File: src/rtl/fp_accum_seq.sv
// fp_accum_seq: streaming FP32 accumulation sequencer that feeds an external
// combinational FP32 adder. It reduces each in_last-delimited vector to one sum.
// The optional denormal flush-to-zero on incoming elements is enabled by
// defining the macro FP_ACC_FTZ_EN.
module fp_accum_seq #(
  parameter int CNT_W = 16
) (
  input  logic             clk,
  input  logic             rst,
  input  logic             clr,
  input  logic             in_valid,
  output logic             in_ready,
  input  logic [31:0]      in_data,
  input  logic             in_last,
  output logic [31:0]      add_a,
  output logic [31:0]      add_b,
  input  logic [31:0]      add_sum,
  output logic             out_valid,
  input  logic             out_ready,
  output logic [31:0]      out_data,
  output logic [CNT_W-1:0] out_count
);

  typedef enum logic [1:0] {
    IDLE = 2'd0,
    ACC  = 2'd1,
    HOLD = 2'd2
  } state_t;

  state_t           state;
  logic [31:0]      acc;
  logic [CNT_W-1:0] cnt;
  logic             accept;

  // Element conditioning: optional flush of denormals to a signed zero.
  function automatic logic [31:0] cond(input logic [31:0] x);
`ifdef FP_ACC_FTZ_EN
    if (x[30:23] == 8'd0) begin
      return {x[31], 31'b0};
    end
    return x;
`else
    return x;
`endif
  endfunction

  // Beat counter increment that sticks at all-ones instead of wrapping.
  function automatic logic [CNT_W-1:0] sat_inc(input logic [CNT_W-1:0] c);
    if (c == {CNT_W{1'b1}}) begin
      return c;
    end
    return c + 1'b1;
  endfunction

  // A result waiting in HOLD only blocks input while the consumer stalls, so
  // a new vector head can enter in the same cycle the old sum is taken.
  assign in_ready = (state != HOLD) || out_ready;
  assign accept   = in_valid && in_ready;
  assign add_a    = acc;
  assign add_b    = cond(in_data);

  // Sequencer FSM: partial-sum register, beat counter and registered output.
  always_ff @(posedge clk or posedge rst) begin
    if (rst) begin
      state     <= IDLE;
      acc       <= '0;
      cnt       <= '0;
      out_valid <= 1'b0;
      out_data  <= '0;
      out_count <= '0;
    end else if (clr) begin
      state     <= IDLE;
      acc       <= '0;
      cnt       <= '0;
      out_valid <= 1'b0;
    end else begin
      case (state)
        IDLE, HOLD: begin
          if (state == HOLD && out_ready && !accept) begin
            out_valid <= 1'b0;
            state     <= IDLE;
          end
          if (accept) begin
            if (in_last) begin
              // Single-beat vector: no addition, the element is the sum.
              out_data  <= add_b;
              out_count <= {{(CNT_W-1){1'b0}}, 1'b1};
              out_valid <= 1'b1;
              state     <= HOLD;
            end else begin
              // First beat seeds the partial sum directly.
              acc       <= add_b;
              cnt       <= {{(CNT_W-1){1'b0}}, 1'b1};
              out_valid <= 1'b0;
              state     <= ACC;
            end
          end
        end
        ACC: begin
          if (accept) begin
            if (in_last) begin
              out_data  <= add_sum;
              out_count <= sat_inc(cnt);
              out_valid <= 1'b1;
              acc       <= '0;
              cnt       <= '0;
              state     <= HOLD;
            end else begin
              acc <= add_sum;
              cnt <= sat_inc(cnt);
            end
          end
        end
        default: begin
          state <= IDLE;
        end
      endcase
    end
  end

endmodule

File: config.mk
export PLATFORM = sky130hd
export DESIGN_NAME = fp_accum_seq
export DESIGN_NICKNAME = d
export VERILOG_FILES = /design/src/rtl/fp_accum_seq.sv
export SDC_FILE = /design/constraint.sdc
export NUM_CORES = 1
export LEC_CHECK = 0
export CAP_MARGIN = 40
export CORE_MARGIN = 4
export CORE_UTILIZATION = 40
export DETAILED_ROUTE_END_ITERATION = 16
export PLACE_DENSITY = 0.73
export SLEW_MARGIN = 20
export SYNTH_ARGS = -nofsm -noshare
export SYNTH_HDL_FRONTEND = slang
export SYNTH_SLANG_ARGS = --single-unit
export TNS_END_PERCENT = 10
File: constraint.sdc
create_clock -name clk -period 5.6 [get_ports clk]
set_input_delay 1.12 -clock clk [delete_from_list [all_inputs] [get_ports clk]]
set_output_delay 1.12 -clock clk [all_outputs]
set_load 0.005 [all_outputs]
* Word level (Yosys, flattened, before mapping) *
Cells that the tools add are included.

word-level totals
  register bits = 99
  output and inout bits = 114

cells by class
  add/subtract/negate cells = 1
  equal/unequal tests = 13
  muxes and demuxes = 48
  bitwise logic cells = 1
  reductions and logical operators = 13

operators with widths
  operator                                              count
  two-way mux 32 bit                                    9
  two-way mux 16 bit                                    12
  case mux 32 bit (2 select lines)                      2
  case mux 16 bit (2 select lines)                      2
  adder 16 x 1 -> 16 bit (second input constant)        1
  equality test 16 bit (second input constant)          1
  two-way mux 1 bit                                     15
  two-way mux 2 bit                                     6
  != test 3 bit (second input constant)                 4
  != test 2 bit (second input constant)                 5
  AND reduction 4 bit                                   2
  AND reduction 6 bit                                   1
  != test 4 bit (second input constant)                 1
  case mux 2 bit (2 select lines)                       1
  logical AND 1 bit                                     3
  AND reduction 3 bit                                   1
  nonzero test 3 bit                                    1
  equality test 2 x 1 -> 1 bit (second input constant)  1
  equality test 2 bit (second input constant)           1
  logical NOT 2 bit                                     1
  case mux 1 bit (2 select lines)                       1
  nonzero test 2 bit                                    1
  OR reduction 2 bit                                    1
  logical NOT 1 bit                                     1
  2 further kinds                                       2

* Longest topological paths before layout *
Gate-level depths: netlist (run 1).

  word-level depth = 11
  depth in mapped cells = 8
  mapped depth without buffers = 6

* Least setup slack after synthesis (run 1) *
No wires, ideal clock.

  path kind = in2out
  start = in out_ready
  end = out in_ready
  data arrival time = 1.260 ns
  data required time = 4.480 ns
  setup slack = 3.220 ns
  stages on the path = 2
  path buffers = 0
  cells stage by stage = nor2_1 -> nand2_1

between the ends
  cells in the longest elaborated chain, start to end = 1

RTL lines
  element           line  text
  from (decl)       19    input logic out_ready,
  logical OR 1 bit  57    assign in_ready = (state != HOLD) || out_ready;
  to (decl)         12    output logic in_ready,

No other way between the ends.

* Worst setup path in the final report (run 1) *
Same ends and word-level chain as after synthesis.

==> flow_metrics.env, run 1 <==
export IMPL_status="completed"
export IMPL_cts_tree="yes"
export IMPL_async_flop_share_pct=100
export IMPL_post_cts_resized=0
export IMPL_final_cell_area_um2=7280
export IMPL_vias_per_cell=5.39
export IMPL_cts_max_level=3
export IMPL_cts_max_path_buffers=2
export IMPL_dpl_cell_area_um2=6940
export IMPL_fin_crit_sh_pct=61.1
export IMPL_io_buffers=183
export IMPL_clockPowerShare_pct=34.3
export IMPL_hold_viol=0
export IMPL_die_w_um=122
export IMPL_nNetsFinal=777
export IMPL_vias=4758
export IMPL_tightest_slew_ns=0.782
export IMPL_wl_per_cell_um=17.6
export IMPL_ant_nets=0
export IMPL_crit_required_ns=4.48
export IMPL_ys_seq_area_share_pct=47.8
export IMPL_cts_root_buffer="clkbuf_16"
export IMPL_yosys_top_cells_area="dfrtp_1 48%, nand2_1 9.0%, o31ai_1 5.2%, buf_4 4.8%, a22oi_1 4.6%"
export IMPL_dp_hpwl_um=11500
export IMPL_finalMaxSlewViolations=0
export IMPL_synth_fp_nets=647
export IMPL_synthDistinctLibCells=54
export IMPL_gp_congestion=0.867
export IMPL_syn_avg_cell_area_um2=8.99
export IMPL_r2r_cells=5
export IMPL_min_path_type="reg2reg"
export IMPL_switching_share_pct=26.1
export IMPL_grt_pass1_vias=4726
export IMPL_die_y_um=122
export IMPL_clk_latency_ns=0.35
export IMPL_synth_edff_count=0
export IMPL_rows=41
export IMPL_worstSetupEndpointType="primary output"
export IMPL_grt_pass1_wl_um=24700
export IMPL_path_max_fanout=3
export IMPL_whs_ns=0.470
export IMPL_antennaDiodeCount=0
export IMPL_ys_flop_type="dfrtp_1"
export IMPL_postCtsSetupRepairBufs=0
export IMPL_pin_count=184
export IMPL_fin_crit_ns=3.42
export IMPL_crit_arrival_ns=2.30
export IMPL_hold_path_depth=2
export IMPL_synth_area_leader_cell="dfrtp_1"
export IMPL_fmax_ghz=0.292
export IMPL_p_int_mw=1.46
export IMPL_ys_warn_count=0
export IMPL_final_layout_size_suffix_gt1_share_pct=6.47
export IMPL_clkTransAtPathRegs_ns=0.06
export IMPL_grt_max_degree=65
export IMPL_grt_remaining_overflow=0
export IMPL_start_util_pct=40.9
export IMPL_slew_limit_headroom_pct=47.9
export IMPL_grt_usage_pct=21.0
export IMPL_die_area_um2=14800
export IMPL_drc_errors=0
export IMPL_comb_power_share_pct=23.2
export IMPL_holdBufCountCts=0
export IMPL_p_sw_mw=0.515
export IMPL_tns_ns=0
export IMPL_antenna_found_initial=0
export IMPL_synth_seq_cells=99
export IMPL_finClkSkew_ns=0.0102
export IMPL_area_growth_pct=40.7
export IMPL_syn_inst=576
export IMPL_drt_initial_drc_count=261
export IMPL_setup_viol=0
export IMPL_routed_wl_um=15600
export IMPL_clock_sinks=99
export IMPL_netlist_area_um2=5180
export IMPL_rsz0062_at_grt="no"
export IMPL_p_per_area_nw_per_um2=271
export IMPL_critPathKind="in2out"
export IMPL_pwr_share_seq_pct=42.4
export IMPL_drtPass1Iterations=4
export IMPL_p_leak_nw=2.96
export IMPL_drv_cap=0
export IMPL_numCtsBuffers=9
export IMPL_core_area_um2=12700
export IMPL_yosysTopAreaCellShare_pct=47.8
export IMPL_cp_start_kind="input pin"
export IMPL_ir_drop_v=0.000141
export IMPL_nFillCells=1113
==> critical path, stage by stage <==
cell             delay (ns)
clkdlybuf4s50_1        0.52
nor2_1                 0.06
nand2_1                0.10
clkdlybuf4s50_1        0.51
==> layer usage <==
metal / GRT usage (%) / up-vias / share of wire (%) / wire, µm
li1: - / 2275 / - / -
met1: 25.8 / 2292 / 40 / 6270
met2: 36.6 / 163 / 51 / 7990
met3: 4.09 / 28 / 6.2 / 967
met4: 8.26 / 0 / 2.2 / 342
met5: 0 / - / 0 / 0
==> state kept, by name, indices dropped and copies added (netlist names) <==
register / flops
out_data: 32
cnt: 16
state: 2
add_a: 32
out_count: 16
out_valid: 1
==> synth_stat cells, types with 2 or more instances <==
cell	instances
clkbuf_1	23
o21ai_0	16
buf_2	15
o211ai_1	3
o21ai_1	7
a22oi_1	32
and2_1	5
a21o_1	4
inv_1	6
nand4_1	2
nand3_2	2
o31ai_1	36
nand3_1	3
buf_1	2
nor2b_1	3
dfrtp_1	99
xor2_1	2
a21oi_1	17
buf_4	33
nor3_1	5
nand2_1	124
nand2_2	2
a22o_1	3
mux2i_1	4
xnor2_1	4
nand2b_1	6
nor2_1	52
a31oi_1	36
and3_1	5
==> path summary, 6_finish.rpt <==
kind | startpoint | slack [ns] | end
max | out_ready | 2.18 | in_ready
min | out_count[5] | 0.47 | out_count[5]
max reg2reg | state[1] | 3.46 | cnt[9]
min reg2reg | out_count[5] | 0.47 | out_count[5]
max in group asynchronous | rst | 3.51 | add_a[23]
min in group asynchronous | rst | 1.11 | out_data[21]
==> cells by family after synthesis <==
group | synth area share, %
adder cells (fa/ha/maj) | 0.242
AND/OR/NAND/NOR | 19.6
AO/OA/AOI/OAI | 22.1
multiplexers | 0.773
buffers and inverters | 8.48
XOR/XNOR | 1.01
flip-flops | 47.8
==> power by group through the flow <==
stage	Sequential [mW]	Clock, mW	Combinational, mW
floorplan	0.851	0	0.181
global placement	0.848	0	0.443
detailed placement	0.851	0	0.462
CTS	0.837	0.690	0.463
global route	0.846	0.720	0.500
finish	0.837	0.677	0.458
==> layout make-up <==
class                   count  area, µm²  share of cell area, %
repair buffers            192       1970                   27.0
flip-flops and latches     99       2480                   34.0
multi-input cells         398       2270                   31.2
inverters                   6       25.0                  0.344
clock buffers              10        239                   3.28
well taps                 172        215                   2.95
clock inverters             6       86.3                   1.19
==> layout by cell type, fill, tap and decap left out, types with 7 or more instances in the layout <==
cell type and n:
a21oi_1 17, clkbuf_16 9, o21ai_1 7, dfrtp_1 99, o31ai_1 36, clkdlybuf4s50_1 182, o21ai_0 16, nor2_1 52
a31oi_1 36, a22oi_1 32, nand2_1 124
==> metrics by stage <==
step	power, mW	std cells	worst slack [ns]	utilization (%)
2_1_floorplan	1.03	576	1.89	-
3_3_place_gp	1.29	863	2.04	54.1
3_5_place_dp	1.31	866	2.19	54.8
4_1_cts	1.99	882	2.18	57.3
5_1_grt	2.07	883	2.13	57.5
6_report	1.97	883	2.18	57.5
Power figures use the tool's default switching activity.
==> inputs of run 2 (changes only) <==
==> constraint.sdc (replaced) <==
create_clock -name clk -period 3.32 [get_ports clk]
set_input_delay 0.664 -clock clk [delete_from_list [all_inputs] [get_ports clk]]
set_output_delay 0.664 -clock clk [all_outputs]
set_load 0.005 [all_outputs]
==> run 2 against run 1 <==
Die area stayed put. Register-to-register slack worse by 2.3 ns. Worst setup slack worse by 1.3 ns. Final area is 1.0% lower. Critical path depth stayed put. Final cell count is 0.11% lower. Clock power is 46% higher. Power is 61% higher. Core utilization is 0.58 points lower. Critical endpoint unchanged.
==> flow_metrics.env, run 2 (same netlist as run 1, synthesis figures left out) <==
export IMPL_worstSetupEndpointType="primary output"
export IMPL_cts_root_buffer="clkbuf_16"
export IMPL_rows=41
export IMPL_status="completed"
export IMPL_clkTransAtPathRegs_ns=0.06
export IMPL_dpl_cell_area_um2=6930
export IMPL_die_w_um=122
export IMPL_core_area_um2=12700
export IMPL_antennaDiodeCount=0
export IMPL_grt_pass1_vias=4705
export IMPL_rsz0062_at_grt="no"
export IMPL_min_path_type="reg2reg"
export IMPL_hold_viol=0
export IMPL_top_layer="met4"
export IMPL_die_area_um2=14800
export IMPL_final_cell_mix="182 x clkdlybuf4s50_1, 124 x nand2_1, 99 x dfrtp_1, 52 x nor2_1"
export IMPL_worst_r2r_setup_slack_ns=1.20
export IMPL_final_cells=882
export IMPL_numCtsBuffers=9
export IMPL_setup_viol=0
export IMPL_dp_cells=866
export IMPL_p_total_mw=3.17
export IMPL_finalMaxSlewViolations=0
export IMPL_dp_hpwl_um=11200
export IMPL_gp_congestion=0.842
export IMPL_final_layout_size_suffix_gt1_share_pct=6.20
export IMPL_final_cell_area_um2=7210
export IMPL_mostFrequentLayoutCell="clkdlybuf4s50_1"
export IMPL_crit_required_ns=2.66
export IMPL_critPathBufInv=2
export IMPL_io_buffers=183
export IMPL_cts_max_level=3
export IMPL_fmax_ghz=0.403
export IMPL_fin_crit_sh_pct=74.8
export IMPL_crit_arrival_ns=1.82
export IMPL_antenna_found_initial=0
export IMPL_routed_wl_um=15300
export IMPL_fin_crit_ns=2.48
export IMPL_tns_ns=0
export IMPL_vias_per_cell=5.43
export IMPL_cts_tree="yes"
export IMPL_finClkSkew_ns=0.00748
export IMPL_tightest_slew_ns=0.740
export IMPL_p_leak_nw=2.92
export IMPL_drv_cap=0
export IMPL_postCtsSetupRepairBufs=0
export IMPL_slowest_stage="clkdlybuf4s50_1"
export IMPL_clk_latency_ns=0.35
export IMPL_drtPass1Iterations=5
export IMPL_ir_drop_v=0.000229
export IMPL_path_max_fanout=3
export IMPL_pin_count=184
export IMPL_post_route_util_pct=56.9
export IMPL_grt_pass1_wl_um=24200
export IMPL_cp_start_kind="input pin"
export IMPL_drt_initial_drc_count=394
export IMPL_routed_wl_met3_um=1160
export IMPL_nNetsFinal=776
export IMPL_wl_per_cell_um=17.3
export IMPL_start_util_pct=40.9
export IMPL_grt_max_degree=67
export IMPL_holdBufCountCts=0
export IMPL_cpLargestDelayFamily="buffers and inverters"
export IMPL_critPathMaxStageDelay_ns=0.51
export IMPL_vias=4790
export IMPL_grt_usage_pct=20.4
export IMPL_clock_sinks=99
export IMPL_crit_path_cell_trace="clkdlybuf4s50_1, nor2_1, nand2_1, clkdlybuf4s50_1"
export IMPL_critPathMostFrequentCell="clkdlybuf4s50_1"
export IMPL_ant_nets=0
export IMPL_critPathKind="in2out"
export IMPL_post_cts_resized=0
export IMPL_p_per_area_nw_per_um2=440
export IMPL_drc_errors=0
export IMPL_grt_remaining_overflow=0
export IMPL_m1WireLength_um=6100
export IMPL_die_y_um=122
export IMPL_area_growth_pct=39.2
export IMPL_slew_limit_headroom_pct=50.5
export IMPL_wl_met2_um=7790
export IMPL_cts_max_path_buffers=2
[run 2: cell count changes in the layout (fill, tap and decap cells not counted), sizes merged]
| cell | change |
|---|---|
| buf | -1 |
| bufinv | -2 |
| clkbuf | +2 |
| clkinvlp | +1 |
| inv | -1 |
[run 2: tightest hold or removal path: stages (launching register included)]
cell,delay (ns)
dfrtp_1,0.34
nand2_1,0.05
nand2_1,0.05
[run 2: final timing paths]
kind                               from       endpoint  cells past startpoint
min                        out_count[5]   out_count[5]                      2
min in group asynchronous           rst      add_a[20]                      2
max in group asynchronous           rst    out_data[2]                      3
max                           out_ready       in_ready                      4
min reg2reg                out_count[5]   out_count[5]                      2
max reg2reg                    state[0]  out_count[13]                      3
[run 2: cell type report]
class | count | area (µm²)
Sequential cell | 99 | 2480
Clock inverter | 4 | 25.0
Clock buffer | 12 | 256
Timing Repair Buffer | 191 | 1940
Fill cell | 1120 | 5460
Inverter | 6 | 25.0
Tap cell | 172 | 215
Multi-Input combinational cell | 398 | 2270
[run 2: layer usage]
layer	global-route usage, %	vias to the layer above
met5	0	-
met3	4.46	19
met4	6.44	0
li1	-	2274
met1	25.1	2302
met2	35.8	195
[run 2: stage by stage]
step	hold WS (ns)	setup WS, ns
global placement	0.460	0.725
finish	0.476	0.836
detailed placement	0.468	0.629
global route	0.509	0.786
CTS	0.485	0.835
floorplan	0.463	0.0656
[run 2: power breakdown]
part / switching, mW / total, mW / internal (mW)
sequential: 0.0776 / 1.41 / 1.33
clock: 0.443 / 0.990 / 0.547
combinational: 0.328 / 0.768 / 0.440
==> inputs of run 3 (changes only) <==
--- a/config.mk
+++ b/config.mk
@@ -9,7 +9,7 @@
 export CORE_MARGIN = 4
 export CORE_UTILIZATION = 40
 export DETAILED_ROUTE_END_ITERATION = 16
-export PLACE_DENSITY = 0.73
+export PLACE_DENSITY = 0.75
 export SLEW_MARGIN = 20
 export SYNTH_ARGS = -nofsm -noshare
 export SYNTH_HDL_FRONTEND = slang
==> constraint.sdc (replaced) <==
create_clock -name clk -period 2.2 [get_ports clk]
set_input_delay 0.44 -clock clk [delete_from_list [all_inputs] [get_ports clk]]
set_output_delay 0.44 -clock clk [all_outputs]
set_load 0.005 [all_outputs]
==> run 3 against run 2 <==
Critical path depth unchanged. Sequential power increased by 52%. First-iteration DRC count increased by 8.9%. Power increased by 56%. Combinational power increased by 54%. Core utilization increased by 1.1 points. Flip-flop and latch count unchanged. Hold slack got worse by 0.0052 ns. Die area unchanged.
==> flow_metrics.env, run 3 (same netlist as run 1, synthesis figures left out) <==
export IMPL_die_area_um2=14800
export IMPL_critPathBufInv=2
export IMPL_routed_wl_um=15900
export IMPL_holdBufCountCts=0
export IMPL_nNetsFinal=788
export IMPL_grt_usage_pct=21.6
export IMPL_cp_start_kind="input pin"
export IMPL_tightest_slew_ns=0.554
export IMPL_crit_path_cell_trace="clkdlybuf4s50_1, nor2_1, nand2_1, clkdlybuf4s50_1"
export IMPL_antennaDiodeCount=0
export IMPL_slowest_stage="clkdlybuf4s50_1"
export IMPL_finClkSkew_ns=0.00961
export IMPL_rows=41
export IMPL_crit_required_ns=1.76
export IMPL_post_route_util_pct=58.0
export IMPL_fin_crit_sh_pct=94.4
export IMPL_drv_cap=0
export IMPL_status="completed"
export IMPL_worstSetupEndpointType="primary output"
export IMPL_critPathMostFrequentCell="clkdlybuf4s50_1"
export IMPL_p_per_area_nw_per_um2=671
export IMPL_drt_initial_drc_count=429
export IMPL_whs_ns=0.471
export IMPL_clock_sinks=99
export IMPL_cpLargestDelayFamily="buffers and inverters"
export IMPL_critPathMaxStageDelay_ns=0.52
export IMPL_cts_max_path_buffers=2
export IMPL_pwr_share_seq_pct=43.3
export IMPL_grt_pass1_vias=4788
export IMPL_hold_viol=0
export IMPL_cts_max_level=3
export IMPL_switching_share_pct=26.9
export IMPL_gp_congestion=0.891
export IMPL_io_buffers=183
export IMPL_min_path_type="reg2reg"
export IMPL_final_layout_size_suffix_gt1_share_pct=7.77
export IMPL_ant_nets=0
export IMPL_crit_arrival_ns=1.64
export IMPL_postCtsSetupRepairBufs=0
export IMPL_p_int_mw=3.61
export IMPL_grt_pass1_wl_um=25500
export IMPL_ir_drop_v=0.000356
export IMPL_grt_remaining_overflow=0
export IMPL_final_cell_mix="182 x clkdlybuf4s50_1, 124 x nand2_1, 99 x dfrtp_1, 52 x nor2_1"
export IMPL_drtPass1Iterations=5
export IMPL_tns_ns=0
export IMPL_slew_limit_headroom_pct=62.7
export IMPL_setup_viol=0
export IMPL_start_util_pct=40.9
export IMPL_finalMaxSlewViolations=0
export IMPL_area_growth_pct=41.9
export IMPL_die_y_um=122
export IMPL_vias=4909
export IMPL_mostFrequentLayoutCell="clkdlybuf4s50_1"
export IMPL_dp_hpwl_um=11500
export IMPL_p_leak_nw=2.99
export IMPL_antenna_found_initial=0
export IMPL_vias_per_cell=5.50
export IMPL_clk_latency_ns=0.35
export IMPL_cts_root_buffer="clkbuf_16"
export IMPL_numCtsBuffers=9
export IMPL_clockPowerShare_pct=32.7
export IMPL_p_sw_mw=1.33
export IMPL_pin_count=184
export IMPL_die_w_um=122
export IMPL_fin_crit_ns=2.08
export IMPL_critPathKind="in2out"
export IMPL_rsz0062_at_grt="no"
export IMPL_post_cts_resized=0
export IMPL_path_max_fanout=3
export IMPL_core_area_um2=12700
export IMPL_cts_tree="yes"
export IMPL_comb_power_share_pct=24.0
export IMPL_clkTransAtPathRegs_ns=0.06
export IMPL_grt_max_degree=100
export IMPL_fmax_ghz=0.482
export IMPL_wl_per_cell_um=17.9
export IMPL_drc_errors=0
==> run 3: path summary, 6_finish.rpt <==
check / to / slack [ns] / depth (start not counted) / startpoint
max in group asynchronous: out_data[16] / 1.22 / 3 / rst
min reg2reg: out_count[5] / 0.47 / 2 / out_count[5]
max reg2reg: cnt[0] / 0.25 / 6 / cnt[0]
min: out_count[5] / 0.47 / 2 / out_count[5]
max: in_ready / 0.12 / 4 / out_ready
min in group asynchronous: state[1] / 0.60 / 3 / rst
==> run 3: final cells by class <==
| type | instances | area, µm² |
|---|---|---|
| Fill cell | 1118 | 5330 |
| Inverter | 6 | 26.3 |
| Multi-Input combinational cell | 398 | 2270 |
| Sequential cell | 99 | 2480 |
| Clock inverter | 5 | 62.6 |
| Clock buffer | 10 | 239 |
| Timing Repair Buffer | 203 | 2050 |
| Tap cell | 172 | 215 |
==> run 3: power groups by stage <==
stage,Sequential (mW),Combinational [mW],Clock [mW]
6_report,2.14,1.18,1.61
5_1_grt,2.16,1.29,1.73
4_1_cts,2.14,1.20,1.64
3_5_place_dp,2.17,1.19,0
3_3_place_gp,2.16,1.17,0
2_1_floorplan,2.17,0.461,0
==> run 3: layer usage <==
layer / track usage, % / share of wire (%)
met4: 6.58 / 2.0
met5: 0 / 0
met1: 27.6 / 41
met3: 4.36 / 8.0
met2: 36.9 / 50
==> run 3: worst reg2reg max path, stage by stage (launching register included) <==
cell	delay, ns
dfrtp_1	0.46
ha_1	0.33
inv_1	0.13
nor2_1	0.32
and2_1	0.30
o31ai_1	0.10
a22o_1	0.21
==> run 3: through the flow <==
step	total power [mW]	cell area (µm²)	setup slack, ns	std cells
after floorplan	2.63	5180	0.466	576
after global placement	3.33	7040	0.141	878
after detailed placement	3.36	7040	0.0763	878
after CTS	4.97	7350	0.124	893
after global routing	5.17	7350	0.0425	893
final	4.93	7350	0.124	893
==> RTL change 1: new RTL, flow settings as in run 2 <==
Encoding of `state_t`: now one-hot (3 bits for 3 states).
--- a/src/rtl/fp_accum_seq.sv
+++ b/src/rtl/fp_accum_seq.sv
@@ -23,6 +23,6 @@
 
-  typedef enum logic [1:0] {
-    IDLE = 2'd0,
-    ACC  = 2'd1,
-    HOLD = 2'd2
+  typedef enum logic [2:0] {
+    IDLE = 3'b001,
+    ACC  = 3'b010,
+    HOLD = 3'b100
   } state_t;
Behaviour: same outputs for any inputs over 4 cycles, from zero or initial values and one cycle with rst high; so few cycles prove little.
==> RTL change 1 against run 2 <==
- synthesized area rose by 6.9%
- combinational power fell by 8.6%
- largest cell class unchanged
- cell area rose by 4.0%
- routed wire length rose by 13%
- total power fell by 0.11%
- cell count rose by 0.11%
- global-route usage rose by 1.2 points
- sequential cell count rose by 1
- worst setup slack got worse by 0.31 ns
==> RTL change 1: results (changes against run 2) <==
synth top area cells: dfrtp_1, nand2_1, buf_4, o2bb2ai_1, a22oi_1 (was dfrtp_1, nand2_1, o31ai_1, buf_4, a22oi_1)
Pleak: 3.03 nW (was 2.92 nW)
DP Wirelength: 11800 µm (was 11200 µm)
I/O Buffers: 183 (unchanged)
Synth cell types: 72 (was 54)
placed instance count: 868 (was 866)
first-pass GRT wire length: 27500 µm (was 24200 µm)
GPL Wtd Cong: 0.910 (was 0.842)
Placed Instance Area: 7210 µm² (was 6930 µm²)
Total GRT Usage: 0.216 (was 0.204)
Max VDD drop: 0.250 mV (was 0.229 mV)
post-synthesis net count: 648 (was 647)
number of global-route vias before repair: 5096 (was 4705)
commonest cells in the netlist: dfrtp_1, nand2_1, buf_4, nor2_1, a22oi_1 (was nand2_1, dfrtp_1, nor2_1, a31oi_1, o31ai_1)
pre-CTS WS: 0.405 ns (was 0.629 ns)
drt pass-1 iters: 4 (was 5)
worst-path fanout max: 6 (was 3)
final wirelength: 17200 µm (was 15300 µm)
Critical Path AT: 2.13 ns (was 1.82 ns)
Seq/Total Area, Yosys: 0.453 (was 0.478)
Nets: 774 (was 776)
Worst slew margin: 0.455 (was 0.505)
syn avg cell area: 9.59 µm² (was 8.99 µm²)
status: completed (unchanged)
switching power: 0.852 mW (was 0.849 mW)
CP peak stage delay: 0.54 ns (was 0.51 ns)
share of cells above drive strength 1: 0.0792 (was 0.0620)
Vias/cell: 5.77 (was 5.43)
DR iter-0 viols: 390 (was 394)
-- RTL change 1: cell types whose count changed in the layout (fill, tap and decap cells not counted), sizes merged, moves of 7 or more --
cell / run 2 / this run
inv: 6 / 13
nand2: 126 / 92
nor2: 53 / 39
a21oi: 17 / 6
nand3: 5 / 14
o2bb2ai: 1 / 32
nor4: 2 / 10
a211o: 0 / 8
o31ai: 36 / 2
o21ai: 23 / 9
-- RTL change 1: kinds of logic after synthesis --
| family | after synthesis | synth area share |
|---|---|---|
| adders and majority gates | 1 | 0.00226 |
| AOI/OAI and AO/OA | 160 | 0.226 |
| DFF | 100 | 0.453 |
| and+or+nand+nor | 209 | 0.194 |
| xor gates and xnor gates | 8 | 0.0127 |
| muxes | 5 | 0.00927 |
| buffers and inverters | 94 | 0.103 |
-- RTL change 1: area by class of cell --
class	instances	area (µm²)
Clock buffer	11	253
Clock inverter	4	33.8
Fill cell	1153	5900
Inverter	12	47.5
Multi-Input combinational cell	383	2460
Sequential cell	100	2500
Tap cell	176	220
Timing Repair Buffer	197	1980
-- RTL change 1: stage by stage --
stage,utilization,total power [mW]
finish,0.560,3.17
global route,0.560,3.31
CTS,0.560,3.19
detailed placement,0.538,2.15
global placement,0.538,2.13
floorplan,-,1.71
-- RTL change 1: power groups by stage --
stage               logic, mW  registers, mW  clock network (mW)
floorplan               0.268           1.44                   0
global placement        0.691           1.44                   0
detailed placement      0.704           1.44                   0
CTS                     0.708           1.42                1.06
global route            0.758           1.44                1.11
finish                  0.702           1.42                1.04
-- RTL change 1: metal layers --
layer | vias up | global-route usage | part of all wire
met5 | - | 0 | 0
met3 | 40 | 0.0461 | 0.070
met1 | 2474 | 0.281 | 0.41
met2 | 233 | 0.345 | 0.48
met4 | 0 | 0.103 | 0.039
li1 | 2351 | - | -
-- RTL change 1: worst paths after layout --
check,start,endpoint,slack (ns)
hold reg to reg,out_count[4],out_count[4],0.49
setup reg to reg,cnt[1],cnt[12],0.94
hold / removal,out_count[4],out_count[4],0.49
max in group asynchronous,rst,state[0],1.79
min in group asynchronous,rst,out_data[26],0.76
setup / recovery,out_ready,in_ready,0.52
-- RTL change 1: worst register-to-register path: stages, from the launching register on --
cell and delay [ns]:
dfrtp_1 0.44, ha_1 0.27, nand3_2 0.24, nor4_1 0.66, mux2_2 0.40, a221o_1 0.25
==> RTL change 2: new RTL, config.mk and constraints of run 2 <==
Made on the original files. Add a define of `FP_ACC_FTZ_EN`.
--- a/src/rtl/fp_accum_seq.sv
+++ b/src/rtl/fp_accum_seq.sv
@@ -4,2 +4,4 @@
 // defining the macro FP_ACC_FTZ_EN.
+`define FP_ACC_FTZ_EN
+
 module fp_accum_seq #(
Formal check against the unedited RTL: not equivalent (a bounded check fails within 4 cycles, from zero or initial values and one cycle with rst high).
==> RTL change 2 against run 2 <==
- total power increased by 0.46%
- cell area increased by 2.0%
- sequential cell count unchanged
- worst setup slack got worse by 0.61 ns
- via count increased by 2.0%
- routed wire length increased by 6.9%
- synthesized cell count decreased by 0.17%
- highest routed layer unchanged
- critical path type unchanged
- synthesized area decreased by 2.5%
- sequential share of layout area decreased by 0.69 points
- core utilization increased by 3.6 points
- clock skew increased by 0.0031 ns
==> RTL change 2: results (changes against run 2) <==
status: completed (unchanged)
pre-CTS WS: 0.240 ns (was 0.629 ns)
Placed Instance Area: 7060 µm² (was 6930 µm²)
first-pass GRT wire length: 25900 µm (was 24200 µm)
DP Wirelength: 11900 µm (was 11200 µm)
drt pass-1 iters: 4 (was 5)
Hold Path Depth: 2 (unchanged)
pin count of the biggest net entering global routing: 66 (was 67)
Seq/Total Area, Yosys: 0.491 (was 0.478)
final wirelength: 16300 µm (was 15300 µm)
H-tree depth: 3 (unchanged)
post-synthesis net count: 646 (was 647)
RR Endpoint: out_count[8] (was out_count[13])
Critical Path AT: 2.43 ns (was 1.82 ns)
Pleak: 2.95 nW (was 2.92 nW)
number of global-route vias before repair: 4946 (was 4705)
cells on worst reg2reg path: 6 (was 3)
share of cells above drive strength 1: 0.0612 (was 0.0620)
Gate Count Post-Synth: 575 (was 576)
worst hold slack: 0.481 ns (was 0.476 ns)
DR iter-0 viols: 382 (was 394)
switching power share of the total: 0.257 (was 0.268)
GPL Wtd Cong: 0.851 (was 0.842)
Hold EP: add_a[30] (was out_count[5])
Max VDD drop: 0.226 mV (was 0.229 mV)
Hold Path Origin: add_a[30] (was out_count[5])
Worst R2R Setup Slack: 1.02 ns (was 1.20 ns)
worst-path fanout max: 46 (was 3)
-- RTL change 2: worst max path at each step --
stage | start | endpoint | slack, ns | depth (start not counted)
2_1_floorplan | rst | add_a[0] | 0.07 | 1
3_3_place_gp | in_data[30] | add_b[12] | 0.25 | 6
3_5_place_dp | in_data[30] | add_b[18] | 0.24 | 6
4_1_cts | in_data[30] | add_b[18] | 0.23 | 6
5_1_grt | in_data[30] | add_b[18] | 0.09 | 6
6_report | in_data[30] | add_b[18] | 0.23 | 6
-- RTL change 2: per-stage QoR --
step	utilization	total power, mW
finish	0.605	3.18
CTS	0.605	3.22
global placement	0.576	2.12
global route	0.605	3.33
detailed placement	0.580	2.15
floorplan	-	1.66
-- RTL change 2: kinds of logic (layout without fill, tap and decap cells) --
family                   count (synthesis)  count (layout)  share of synthesized area
adder cells (fa/ha/maj)                  1               1                    0.00248
XOR/XNOR                                11              11                     0.0191
AO/OA/AOI/OAI                          164             164                      0.205
multiplexers                             1               1                    0.00198
AND/OR/NAND/NOR                        242             242                      0.229
buffers and inverters                   57             217                     0.0518
flip-flops                              99              99                      0.491
-- RTL change 2: area by class of cell --
cell class | count | area, µm²
Fill cell | 1090 | 4800
Sequential cell | 99 | 2480
Multi-Input combinational cell | 419 | 2340
Timing Repair Buffer | 197 | 2000
Clock buffer | 12 | 267
Tap cell | 168 | 210
Clock inverter | 2 | 35.0
Inverter | 6 | 25.0
-- RTL change 2: layer usage --
metal / GRT usage / up-vias
met4: 0.0857 / 0
li1: - / 2321
met3: 0.0823 / 30
met1: 0.276 / 2356
met2: 0.367 / 177
met5: 0 / -
-- RTL change 2: critical path, stage by stage --
cell,delay [ns]
clkdlybuf4s50_1,0.48
nor4_1,0.30
nand2_1,0.13
buf_12,0.20
and2_1,0.18
clkdlybuf4s50_1,0.46
-- RTL change 2: power groups by stage --
stage / combinational, mW / sequential, mW / clock, mW
floorplan: 0.248 / 1.41 / 0
global placement: 0.710 / 1.41 / 0
detailed placement: 0.732 / 1.41 / 0
CTS: 0.738 / 1.39 / 1.09
global route: 0.785 / 1.41 / 1.14
finish: 0.726 / 1.39 / 1.07
